===== src/rtl/countdown_ctrl.sv =====
// Arbitrates two requesters for a shared two-digit ASCII down-counter and paces its decrements.
// Optional abort input is enabled by defining COUNTDOWN_ABORT_EN.
module countdown_ctrl #(
  parameter int unsigned TICK_DIV = 4
) (
  input  logic        clock,
  input  logic        reset,
  input  logic [1:0]  req,
  input  logic [15:0] start0,
  input  logic [15:0] start1,
  input  logic [15:0] cnt_value,
`ifdef COUNTDOWN_ABORT_EN
  input  logic        abort,
`endif
  output logic        cnt_load,
  output logic [15:0] cnt_ascii,
  output logic        cnt_dec,
  output logic [1:0]  grant,
  output logic        busy,
  output logic        fin,
  output logic        fin_id,
  output logic        err,
  output logic        err_id
);

  typedef enum logic [1:0] {
    ST_IDLE,
    ST_LOAD,
    ST_RUN,
    ST_FINISH
  } state_e;

  localparam logic [15:0] ASCII_00   = 16'h3030;
  localparam logic [15:0] ASCII_UN   = 16'h554E;
  localparam logic [7:0]  PRESC_LAST = 8'(TICK_DIV - 1);

  function automatic logic is_digit(input logic [7:0] c);
    return (c >= 8'h30) && (c <= 8'h39);
  endfunction

  function automatic logic start_valid(input logic [15:0] v);
    return is_digit(v[15:8]) && is_digit(v[7:0]) && (v != ASCII_00);
  endfunction

  state_e      state_q;
  logic [7:0]  presc_q;
  logic        rr_q;
  logic        owner_q;
  logic        cnt_load_q;
  logic [15:0] cnt_ascii_q;
  logic [1:0]  grant_q;
  logic        busy_q;
  logic        fin_q;
  logic        fin_id_q;
  logic        err_q;
  logic        err_id_q;

  logic        winner;
  logic [15:0] start_sel;
  logic        start_ok;
  logic        tick;
  logic        at_un;
  logic        abort_now;

  // rr_q names the requester that wins the next tie.
  always_comb begin
    winner    = (req == 2'b11) ? rr_q : req[1];
    start_sel = winner ? start1 : start0;
    start_ok  = start_valid(start_sel);
    tick      = (presc_q == PRESC_LAST);
    at_un     = (cnt_value == ASCII_UN);
  end

`ifdef COUNTDOWN_ABORT_EN
  assign abort_now = abort && ((state_q == ST_LOAD) || (state_q == ST_RUN));
`else
  assign abort_now = 1'b0;
`endif

  // Decrement must be suppressed in the very cycle the counter shows "UN",
  // so this strobe is gated combinationally by the live counter value.
  assign cnt_dec = (state_q == ST_RUN) && tick && !at_un && !abort_now;

  always_ff @(posedge clock) begin
    if (reset) begin
      state_q     <= ST_IDLE;
      presc_q     <= '0;
      rr_q        <= 1'b0;
      owner_q     <= 1'b0;
      cnt_load_q  <= 1'b0;
      cnt_ascii_q <= ASCII_00;
      grant_q     <= '0;
      busy_q      <= 1'b0;
      fin_q       <= 1'b0;
      fin_id_q    <= 1'b0;
      err_q       <= 1'b0;
      err_id_q    <= 1'b0;
    end else begin
      cnt_load_q <= 1'b0;
      fin_q      <= 1'b0;
      err_q      <= 1'b0;
      unique case (state_q)
        ST_IDLE: begin
          if (|req) begin
            rr_q <= ~winner;
            if (start_ok) begin
              state_q     <= ST_LOAD;
              owner_q     <= winner;
              cnt_ascii_q <= start_sel;
              grant_q     <= winner ? 2'b10 : 2'b01;
              busy_q      <= 1'b1;
              cnt_load_q  <= 1'b1;
            end else begin
              err_q    <= 1'b1;
              err_id_q <= winner;
            end
          end
        end
        ST_LOAD: begin
          presc_q <= '0;
          if (abort_now) begin
            state_q  <= ST_FINISH;
            fin_q    <= 1'b1;
            fin_id_q <= owner_q;
          end else begin
            state_q <= ST_RUN;
          end
        end
        ST_RUN: begin
          if (at_un || abort_now) begin
            state_q  <= ST_FINISH;
            presc_q  <= '0;
            fin_q    <= 1'b1;
            fin_id_q <= owner_q;
          end else begin
            presc_q <= tick ? 8'd0 : presc_q + 8'd1;
          end
        end
        ST_FINISH: begin
          state_q <= ST_IDLE;
          grant_q <= '0;
          busy_q  <= 1'b0;
        end
        default: state_q <= ST_IDLE;
      endcase
    end
  end

  assign cnt_load  = cnt_load_q;
  assign cnt_ascii = cnt_ascii_q;
  assign grant     = grant_q;
  assign busy      = busy_q;
  assign fin       = fin_q;
  assign fin_id    = fin_id_q;
  assign err       = err_q;
  assign err_id    = err_id_q;

endmodule


===== config.mk =====
export PLATFORM = sky130hd
export DESIGN_NAME = countdown_ctrl
export DESIGN_NICKNAME = d
export VERILOG_FILES = /design/src/rtl/countdown_ctrl.sv
export SDC_FILE = /design/constraint.sdc
export NUM_CORES = 1
export LEC_CHECK = 0
export CAP_MARGIN = 25
export CORE_MARGIN = 4
export CORE_UTILIZATION = 33
export DETAILED_ROUTE_END_ITERATION = 12
export PLACE_DENSITY = 0.66
export SYNTH_ARGS = -nofsm -noshare
export SYNTH_HDL_FRONTEND = slang
export SYNTH_SLANG_ARGS = --single-unit

===== constraint.sdc =====
create_clock -name clock -period 3.72 [get_ports clock]
set_input_delay 1.116 -clock clock [delete_from_list [all_inputs] [get_ports clock]]
set_output_delay 1.116 -clock clock [all_outputs]
set_load 0.02 [all_outputs]

# Word-level counts from Yosys, hierarchy flattened
# Cells that the tools add are included.
[op_classes] n_addsub=1 n_lt_le_gt_ge=4 n_eq_ne=10 muxes=19 n_bitwise=5 reduce_logical=19
[ops] op="$eq A16 B15 Y1 const B" count=1
[ops] op="$ge A8 B6 Y1 const B" count=2
[ops] op="$le A8 B6 Y1 const B" count=2
[ops] op="$mux W16" count=1
[ops] op="$mux W8" count=2
[ops] op="$ne A16 B14 Y1 const B" count=1
[ops] op="$pmux W8 S2" count=1
[ops] op="$mux W2" count=6
[ops] op="$reduce_and A3 Y1" count=4
[ops] op="$add A8 B1 Y8 const B" count=1
[ops] op="$eq A8 B2 Y1 const B" count=1
[ops] op="$pmux W2 S4" count=1
[ops] op="$eq A2 B2 Y1 const B" count=3
[ops] op="$logic_and A1 B1 Y1" count=6
[ops] op="$mux W1" count=6
[ops] op="$ne A2 B2 Y1 const B" count=3
[ops] op="$not A1 Y1" count=5
[ops] op="$pmux W2 S2" count=1
[ops] op="$reduce_and A2 Y1" count=2
[ops] op="$reduce_bool A2 Y1" count=2
[ops] op="$reduce_or A2 Y1" count=2
[ops] op="$reduce_or A3 Y1" count=1
[ops] op="$eq A2 B1 Y1 const B" count=1
[ops] op="$logic_not A2 Y1" count=1
[ops] op="other kinds (2)" count=2
[totals] register_bits=36 in_bits=52 output_inout_bits=25 word_cells=70

# Logic depth before layout (Yosys ltp)
# Gate-level depths: netlist of run 1.
[depth] word_depth=10 depth_mapped=8 depth_no_buf=7

# Least setup slack after synthesis of run 1
# OpenSTA, ideal clock, no wires.
[synth_path] kind="input to output" startpoint="input port cnt_value[1]" endpoint="output port cnt_dec" arrival_time_ns=1.739 required_time_ns=2.604 slack_ns=0.865 path_stages=4 path_buffers=0 path_cell_list="and4b_1 -> nand4_1 -> nand2_1 -> nor2_1"
[synth_between] elab_chain_len=3
[synth_rtl] item="from (decl)" line_no="11" rtl="input logic [15:0] cnt_value,"
[synth_rtl] item="$eq A16 B15 Y1" line_no="71" rtl="at_un = (cnt_value == ASCII_UN);"
[synth_rtl] item="$logic_not A1 Y1" line_no="82" rtl="assign cnt_dec = (state_q == ST_RUN) && tick && !at_un && !abort_now;"
[synth_rtl] item="$logic_and A1 B1 Y1" line_no="82"
[synth_rtl] item="to (decl)" line_no="17" rtl="output logic cnt_dec,"
# No other way between the ends.

# Worst setup path in the final report of run 1
[layout_path] startpoint="input port cnt_value[5]" endpoint="output port cnt_dec"
# The elaborated chain is that of the path after synthesis.

==> impl_results.html, run 1 <==
<table>
<tr><th>Metric</th><th>Value</th></tr>
<tr><th colspan="2">Run status</th></tr>
<tr><td>Outcome</td><td>finished clean</td></tr>
<tr><th colspan="2">Drt</th></tr>
<tr><td>Vias per std cell</td><td>4.96</td></tr>
<tr><td>Post-route DRC violation count</td><td>0</td></tr>
<tr><td>DR WL/cell</td><td>13.6 um</td></tr>
<tr><td>Detailed-route wire length</td><td>4560 um</td></tr>
<tr><td>Post-route ant nets</td><td>0</td></tr>
<tr><td>Number of detailed-route iterations in the first pass</td><td>4</td></tr>
<tr><td>First DRT Iteration DRCs</td><td>47</td></tr>
<tr><td>Via count</td><td>1658</td></tr>
<tr><th colspan="2">Logic synthesis</th></tr>
<tr><td>Register bit total from synthesis</td><td>36</td></tr>
<tr><td>Biggest area contributors in the synthesized netlist</td><td>dfxtp_1 (43%), nand2_1 (5.6%), a311oi_1 (4.7%)</td></tr>
<tr><td>Net Count, Synth</td><td>245</td></tr>
<tr><td>Cell variety after synth</td><td>44</td></tr>
<tr><td>Post-synth EDFFs</td><td>0</td></tr>
<tr><td>Syn_area_per_cell</td><td>8.97 sq um</td></tr>
<tr><td>Number of cells produced by synthesis</td><td>188</td></tr>
<tr><td>Area fraction of the dominant cell type after synthesis</td><td>0.427</td></tr>
<tr><td>Largest area contributor in the synthesized netlist</td><td>dfxtp_1</td></tr>
<tr><td>Leading register cell type out of synthesis</td><td>dfxtp_1</td></tr>
<tr><td>Yosys synthesis warning count</td><td>0</td></tr>
<tr><td>Register area share after synthesis</td><td>0.427</td></tr>
<tr><td>Netlist Area Pre-Place</td><td>0.00169 sq mm</td></tr>
<tr><td>Async set-reset flop share out of synthesis</td><td>0</td></tr>
<tr><th colspan="2">Global routing</th></tr>
<tr><td>Vias in the first global route</td><td>1628</td></tr>
<tr><td>Pin count of the biggest net entering global routing</td><td>18</td></tr>
<tr><td>First-pass GRT wire length</td><td>7420 um</td></tr>
<tr><td>Initial antenna violation count</td><td>0</td></tr>
<tr><td>Global router's overall resource usage</td><td>0.148</td></tr>
<tr><td>Remaining Overflow, GRT</td><td>0</td></tr>
<tr><th colspan="2">Worst setup path</th></tr>
<tr><td>Critical path capture point type</td><td>primary output</td></tr>
<tr><td>FF-to-FF Start</td><td>rr_q</td></tr>
<tr><td>Data arrival, critical path</td><td>2480 ps</td></tr>
<tr><td>Reg2reg path depth</td><td>6</td></tr>
<tr><td>End of the critical path</td><td>cnt_dec</td></tr>
<tr><td>Required time of the critical path</td><td>2600 ps</td></tr>
<tr><td>Type of the worst setup path</td><td>in -&gt; out</td></tr>
<tr><td>Endpoint of the worst-slack reg-to-reg timing path</td><td>cnt_ascii[1]</td></tr>
<tr><td>Critical-path maximum fanout</td><td>2</td></tr>
<tr><td>Reg2reg setup slack</td><td>1710 ps</td></tr>
<tr><td>Worst Setup SP</td><td>cnt_value[5]</td></tr>
<tr><td>Critical path startpoint category</td><td>input port</td></tr>
<tr><th colspan="2">Flow run</th></tr>
<tr><td>Max-cap violation count</td><td>0</td></tr>
<tr><th colspan="2">Layout</th></tr>
<tr><td>Count of inserted antenna diode cells</td><td>0</td></tr>
<tr><td>Share of final-layout standard cells stronger than drive strength 1</td><td>0.0749</td></tr>
<tr><td>Layout Area Growth over Synthesis</td><td>56.8%</td></tr>
<tr><td>Core Util, Final</td><td>0.545</td></tr>
<tr><td>Layout net count</td><td>323</td></tr>
<tr><td>Final standard cell count with taps included and fillers excluded</td><td>334</td></tr>
<tr><td>Number of fill cells</td><td>450</td></tr>
<tr><th colspan="2">Floorplan</th></tr>
<tr><td>Initial Utilization</td><td>0.348</td></tr>
<tr><td>Vertical die dimension</td><td>79.5 um</td></tr>
<tr><td>Floorplan die area</td><td>0.00632 sq mm</td></tr>
<tr><td>Die width</td><td>79.5 um</td></tr>
<tr><td>Area of the core</td><td>0.00485 sq mm</td></tr>
<tr><td>Count of pins on the block boundary</td><td>77</td></tr>
<tr><td>Std cell rows</td><td>25</td></tr>
<tr><th colspan="2">STA</th></tr>
<tr><td>Number of failing hold endpoints at the final stage</td><td>0</td></tr>
<tr><td>Number of pins with negative max-slew slack in the final report</td><td>0</td></tr>
<tr><td>Setup repair after global routing missed its margin</td><td>no</td></tr>
<tr><td>Measured slew at the worst slew-check pin</td><td>622 ps</td></tr>
<tr><td>Clock period minus final worst setup slack</td><td>3600 ps</td></tr>
<tr><td>Fmax</td><td>278 MHz</td></tr>
<tr><td>Clock skew after layout</td><td>7.82 ps</td></tr>
<tr><td>Setup violations, final</td><td>0</td></tr>
<tr><td>Final period util</td><td>0.968</td></tr>
<tr><td>Min setup slack post-route</td><td>120 ps</td></tr>
<tr><td>Final sum of negative setup slack</td><td>0 ps</td></tr>
<tr><td>Headroom to the max-slew limit</td><td>0.584</td></tr>
<tr><th colspan="2">Power</th></tr>
<tr><td>Power share of the sequential group</td><td>0.428</td></tr>
<tr><td>Peak supply drop</td><td>177 uV</td></tr>
<tr><td>Portion of total power attributed to combinational logic</td><td>0.211</td></tr>
<tr><td>Overall power after layout</td><td>0.963 mW</td></tr>
<tr><td>Internal power component</td><td>0.701 mW</td></tr>
<tr><td>Static leakage</td><td>0.948 nW</td></tr>
<tr><td>Net switching power</td><td>0.262 mW</td></tr>
<tr><td>Switching part of the total power</td><td>0.272</td></tr>
<tr><td>Cell area power density</td><td>364 mW/mm^2</td></tr>
<tr><td>Power share of the clock group</td><td>0.361</td></tr>
<tr><th colspan="2">Worst hold path</th></tr>
<tr><td>Path type of the worst min-delay path</td><td>reg -&gt; reg</td></tr>
<tr><th colspan="2">Placed design</th></tr>
<tr><td>Final HPWL from detailed placement</td><td>3600 um</td></tr>
<tr><td>Placed Cells</td><td>326</td></tr>
<tr><td>Routability congestion estimate</td><td>0.781</td></tr>
<tr><td>Place WS</td><td>-104 ps</td></tr>
<tr><td>Quantity of I/O buffers inserted on ports</td><td>76</td></tr>
<tr><th colspan="2">Clock network</th></tr>
<tr><td>Post-CTS Repair Setup Buffers</td><td>0</td></tr>
<tr><td>Clock tree from TritonCTS</td><td>built</td></tr>
<tr><td>TritonCTS Sinks</td><td>36</td></tr>
<tr><td>Clock root cell</td><td>clkbuf_8</td></tr>
<tr><td>H-tree lvl count</td><td>2</td></tr>
<tr><td>CTS clock-pin slew for the worst setup and hold paths</td><td>70 ps</td></tr>
<tr><td>Worst-skew pair later-pin latency</td><td>290 ps</td></tr>
<tr><td>Max Root-Sink Buffers</td><td>2</td></tr>
<tr><td>Num CTS Buffers</td><td>5</td></tr>
</table>
-- metrics by stage --
step | instance area (sq um) | hold WS, ps
final | 2640 | 444
after floorplan | 1690 | 453
after global placement | 2530 | 426
after global routing | 2640 | 466
after detailed placement | 2530 | 431
after CTS | 2640 | 451
-- placed cells by master (no fill, tap or decap), types with 3 or more instances in the layout --
| cell type | synthesis | final |
|---|---|---|
| clkbuf_8 | 0 | 5 |
| o21a_1 | 3 | 3 |
| nand4_1 | 4 | 4 |
| or3_1 | 4 | 4 |
| a311oi_1 | 9 | 9 |
| o21ai_0 | 6 | 6 |
| nor2_1 | 13 | 13 |
| a21oi_1 | 13 | 13 |
| nor3_1 | 3 | 3 |
| nor4_1 | 4 | 4 |
| xor2_1 | 6 | 6 |
| clkdlybuf4s50_1 | 0 | 75 |
| inv_1 | 5 | 5 |
| dfxtp_1 | 36 | 36 |
| nand2_1 | 25 | 25 |
| ha_1 | 5 | 5 |
| mux2i_1 | 3 | 3 |
| nor3b_1 | 4 | 4 |
-- registers in the layout, summed over array words and instances (netlist names) --
name and cells:
busy 1, cnt_ascii 16, cnt_load 1, err 1, err_id 1, fin 1, fin_id 1, grant 2
owner_q 1, presc_q 8, rr_q 1, state_q 2
-- cell type report --
class                      count  area (sq um)  share of cell area
clock buffer                   5          68.8              0.0260
clock inverter                 3          42.5              0.0161
inverter                       5          18.8             0.00710
multi-input combinational    139           915               0.346
sequential                    36           721               0.273
tap                           67          83.8              0.0317
timing repair buffer          79           795               0.301
-- worst max-delay path, stage by stage --
cell	delay (ps)
clkdlybuf4s50_1	410
nor4b_1	330
nand4_1	160
nand2_1	110
nor2_1	40
dlygate4sd2_1	310
-- synth_stat cells (2+ instances only) --
library cell	instances
o21ai_0	6
ha_1	5
nor3_1	3
mux2i_1	3
or3_1	4
a311oi_1	9
nand4b_1	2
inv_1	5
nor2_1	13
nand3_1	2
buf_2	2
nor4bb_1	2
nor4_1	4
and2_1	2
nand4_1	4
xor2_1	6
or2_2	2
a211oi_2	2
nand2_1	25
and3_1	2
nor4b_1	2
o21a_1	3
dfxtp_1	36
a32o_1	2
nor3b_1	4
clkbuf_1	6
o211ai_1	2
a21oi_1	13
nand2b_1	2
-- repair_timing --
item,CTS,global route
hold buffers,0,0
endpoints found under the setup margin,1,0
gates resized for setup,1,0
-- metal layers --
layer | up-vias | GRT usage | wire [um]
met5 | - | 0 | 0
met4 | 0 | 0.0601 | 106
met3 | 10 | 0.0418 | 245
met2 | 47 | 0.240 | 2120
met1 | 749 | 0.185 | 2080
li1 | 852 | - | -
-- power by group through the flow --
stage               sequential, mW  clock [mW]  combinational, mW
global route                 0.415       0.374              0.225
CTS                          0.412       0.359              0.203
finish                       0.412       0.347              0.203
floorplan                    0.423           0              0.109
global placement             0.421           0              0.203
detailed placement           0.421           0              0.203
-- worst min path at each step --
stage | from | endpoint | slack (ps) | depth (start not counted)
floorplan | owner_q | owner_q | 450 | 2
global placement | cnt_ascii[12] | cnt_ascii[12] | 430 | 1
detailed placement | cnt_ascii[4] | cnt_ascii[4] | 430 | 1
CTS | cnt_ascii[12] | cnt_ascii[12] | 450 | 1
global route | cnt_ascii[13] | cnt_ascii[13] | 470 | 1
finish | cnt_ascii[13] | cnt_ascii[13] | 440 | 1
-- logic make-up (layout without fill, tap and decap cells) --
| family | count (synthesis) | count (layout) | share of synthesized area |
|---|---|---|---|
| simple gates | 80 | 80 | 0.261 |
| compound gates | 44 | 44 | 0.190 |
| flops | 36 | 36 | 0.427 |
| buf+inv | 13 | 92 | 0.0304 |
| xor+xnor | 7 | 7 | 0.0364 |
| fa+ha+maj | 5 | 5 | 0.0371 |
| mux | 3 | 3 | 0.0178 |
Note: power is estimated with default switching activity, not from simulation.
==> run 2, diff against run 1 <==
Settings changed: CELL_PAD_IN_SITES_DETAIL_PLACEMENT from default to 0, CELL_PAD_IN_SITES_GLOBAL_PLACEMENT from default to 1, CORE_UTILIZATION 33 to 32, PLACE_DENSITY 0.66 to default, PLACE_DENSITY_LB_ADDON from default to 0.1.
==> run 2 against run 1 <==
Effect of this change: critical path depth stayed put; total power is 1.3% lower; critical path type unchanged; die area is 2.8% higher; critical endpoint unchanged; via count is 0.30% lower; global-route usage is 0.62 points lower; highest routed layer unchanged; setup slack better by 18 ps; routed wire length is 1.9% higher; combinational power hardly changed; hold slack better by 3.1 ps; core utilization is 3.0 points lower; register-to-register slack hardly changed; first-iteration DRC count is 21% higher.
==> impl_results.html, run 2 (synthesis results as in run 1) <==
<table>
<tr><th>Metric</th><th>Value</th></tr>
<tr><th colspan="2">Global routing</th></tr>
<tr><td>Global router's overall resource usage</td><td>0.142</td></tr>
<tr><td>Remaining Overflow, GRT</td><td>0</td></tr>
<tr><td>Vias in the first global route</td><td>1593</td></tr>
<tr><td>Pin count of the biggest net entering global routing</td><td>21</td></tr>
<tr><td>Initial antenna violation count</td><td>0</td></tr>
<tr><td>First-pass GRT wire length</td><td>7270 um</td></tr>
<tr><th colspan="2">Layout</th></tr>
<tr><td>Number of fill cells</td><td>517</td></tr>
<tr><td>Layout net count</td><td>322</td></tr>
<tr><td>Largest register FFs</td><td>16</td></tr>
<tr><td>Most frequent cells in the layout</td><td>clkdlybuf4s50_1 (75), dfxtp_1 (36), nand2_1 (25), nor2_1 (13), a21oi_1 (13)</td></tr>
<tr><td>Footprint of the multi-input gates</td><td>921 sq um</td></tr>
<tr><td>FF/Latch Area</td><td>721 sq um</td></tr>
<tr><td>Layout Area Growth over Synthesis</td><td>56.2%</td></tr>
<tr><td>Leading cell type in the layout, fill and taps excluded</td><td>clkdlybuf4s50_1</td></tr>
<tr><td>Count of inserted antenna diode cells</td><td>0</td></tr>
<tr><td>Share of final-layout standard cells stronger than drive strength 1</td><td>0.0752</td></tr>
<tr><th colspan="2">Worst setup path</th></tr>
<tr><td>Type of the worst setup path</td><td>in -&gt; out</td></tr>
<tr><td>Data arrival, critical path</td><td>2470 ps</td></tr>
<tr><td>Critical-path maximum fanout</td><td>3</td></tr>
<tr><td>Critical path capture point type</td><td>primary output</td></tr>
<tr><td>Required time of the critical path</td><td>2600 ps</td></tr>
<tr><td>Critical path startpoint category</td><td>input port</td></tr>
<tr><th colspan="2">Clock network</th></tr>
<tr><td>Num CTS Buffers</td><td>5</td></tr>
<tr><td>Clock root cell</td><td>clkbuf_8</td></tr>
<tr><td>Worst-skew pair later-pin latency</td><td>280 ps</td></tr>
<tr><td>CTS clock-pin slew for the worst setup and hold paths</td><td>70 ps</td></tr>
<tr><td>Clock tree from TritonCTS</td><td>built</td></tr>
<tr><td>TritonCTS Sinks</td><td>36</td></tr>
<tr><td>Post-CTS Repair Setup Buffers</td><td>0</td></tr>
<tr><td>H-tree lvl count</td><td>2</td></tr>
<tr><td>Max Root-Sink Buffers</td><td>2</td></tr>
<tr><td>Hold bufs inserted after CTS</td><td>0</td></tr>
<tr><th colspan="2">STA</th></tr>
<tr><td>Final hold slack</td><td>447 ps</td></tr>
<tr><td>Clock period minus final worst setup slack</td><td>3580 ps</td></tr>
<tr><td>Fmax</td><td>279 MHz</td></tr>
<tr><td>Setup repair after global routing missed its margin</td><td>no</td></tr>
<tr><td>Number of failing hold endpoints at the final stage</td><td>0</td></tr>
<tr><td>Final period util</td><td>0.963</td></tr>
<tr><td>Clock skew after layout</td><td>3.86 ps</td></tr>
<tr><td>Setup violations, final</td><td>0</td></tr>
<tr><td>Measured slew at the worst slew-check pin</td><td>737 ps</td></tr>
<tr><td>Number of pins with negative max-slew slack in the final report</td><td>0</td></tr>
<tr><td>Headroom to the max-slew limit</td><td>0.507</td></tr>
<tr><th colspan="2">Power</th></tr>
<tr><td>Peak supply drop</td><td>205 uV</td></tr>
<tr><td>Overall power after layout</td><td>0.951 mW</td></tr>
<tr><td>Cell area power density</td><td>361 mW/mm^2</td></tr>
<tr><td>Static leakage</td><td>0.942 nW</td></tr>
<tr><th colspan="2">Floorplan</th></tr>
<tr><td>Die width</td><td>80.6 um</td></tr>
<tr><td>Floorplan die area</td><td>0.00650 sq mm</td></tr>
<tr><td>Vertical die dimension</td><td>80.6 um</td></tr>
<tr><td>Initial Utilization</td><td>0.330</td></tr>
<tr><td>Count of pins on the block boundary</td><td>77</td></tr>
<tr><td>Area of the core</td><td>0.00511 sq mm</td></tr>
<tr><td>Std cell rows</td><td>26</td></tr>
<tr><th colspan="2">Placed design</th></tr>
<tr><td>Quantity of I/O buffers inserted on ports</td><td>76</td></tr>
<tr><td>Final HPWL from detailed placement</td><td>3600 um</td></tr>
<tr><td>Routability congestion estimate</td><td>0.797</td></tr>
<tr><th colspan="2">Worst hold path</th></tr>
<tr><td>Path type of the worst min-delay path</td><td>reg -&gt; reg</td></tr>
<tr><th colspan="2">Drt</th></tr>
<tr><td>Vias per std cell</td><td>4.92</td></tr>
<tr><td>DR WL/cell</td><td>13.8 um</td></tr>
<tr><td>Via count</td><td>1653</td></tr>
<tr><td>Post-route DRC violation count</td><td>0</td></tr>
<tr><td>Number of detailed-route iterations in the first pass</td><td>4</td></tr>
<tr><td>First DRT Iteration DRCs</td><td>57</td></tr>
<tr><td>Detailed-route wire length</td><td>4640 um</td></tr>
<tr><td>Post-route ant nets</td><td>0</td></tr>
<tr><th colspan="2">Run status</th></tr>
<tr><td>Outcome</td><td>finished clean</td></tr>
<tr><th colspan="2">Flow run</th></tr>
<tr><td>Max-cap violation count</td><td>0</td></tr>
</table>
run 2: changes by cell type in the layout (fill, tap and decap cells not counted):
cell      before  now
buf_12         1    0
nor4bb_1       2    1
nor4bb_2       0    1
run 2: report_power, final:
part	total [mW]	switching, mW	internal, mW
registers	0.412	0.0124	0.400
clock network	0.334	0.136	0.198
logic	0.205	0.101	0.103
run 2: layer usage:
metal,track usage,part of all wire,vias up
li1,-,-,844
met1,0.174,0.44,753
met2,0.235,0.47,49
met3,0.0460,0.078,7
met4,0.0456,0.011,0
met5,0,0,-
run 2: repair_timing:
item / 4_1_cts / 5_1_grt
endpoints found under the setup margin: 1 / 1
resized for setup: 1 / 1
cloned: 0 / 0
run 2: layout make-up:
cell class | instances | share of cell area
Inverter | 5 | 0.00713
Clock inverter | 3 | 0.0162
Timing Repair Buffer | 78 | 0.294
Tap cell | 70 | 0.0333
Multi-Input combinational cell | 139 | 0.350
Sequential cell | 36 | 0.274
Clock buffer | 5 | 0.0261
run 2: path summary, 6_finish.rpt:
| kind | slack [ps] | end | startpoint | cells past startpoint |
|---|---|---|---|---|
| worst min-delay path | 450 | cnt_ascii[13] | cnt_ascii[13] | 1 |
| worst max-delay path | 140 | cnt_dec | cnt_value[12] | 6 |
| worst min register to register | 450 | cnt_ascii[13] | cnt_ascii[13] | 1 |
| worst max register to register | 1710 | grant[0] | rr_q | 5 |
run 2: stage by stage:
step / area [sq um] / cells / setup WS (ps) / util / setup TNS (ps)
2_1_floorplan: 1690 / 188 / 865 / - / 0
3_3_place_gp: 2520 / 328 / -101 / 0.493 / -101
3_5_place_dp: 2520 / 328 / -118 / 0.493 / -118
4_1_cts: 2630 / 336 / 97.5 / 0.514 / 0
5_1_grt: 2630 / 336 / 18.9 / 0.516 / 0
6_report: 2630 / 336 / 138 / 0.516 / 0
run 2: critical path, stage by stage:
cell	delay (ps)
clkdlybuf4s50_1	450
nor4bb_1	260
nand4_1	170
nand2_1	120
nor2_1	40
dlygate4sd2_1	310
==> run 3, diff against run 2 <==
Settings changed: HOLD_SLACK_MARGIN from default to 0.1.
==> results of run 3 <==
Final layout, timing and power as in run 2 (identical DEF).
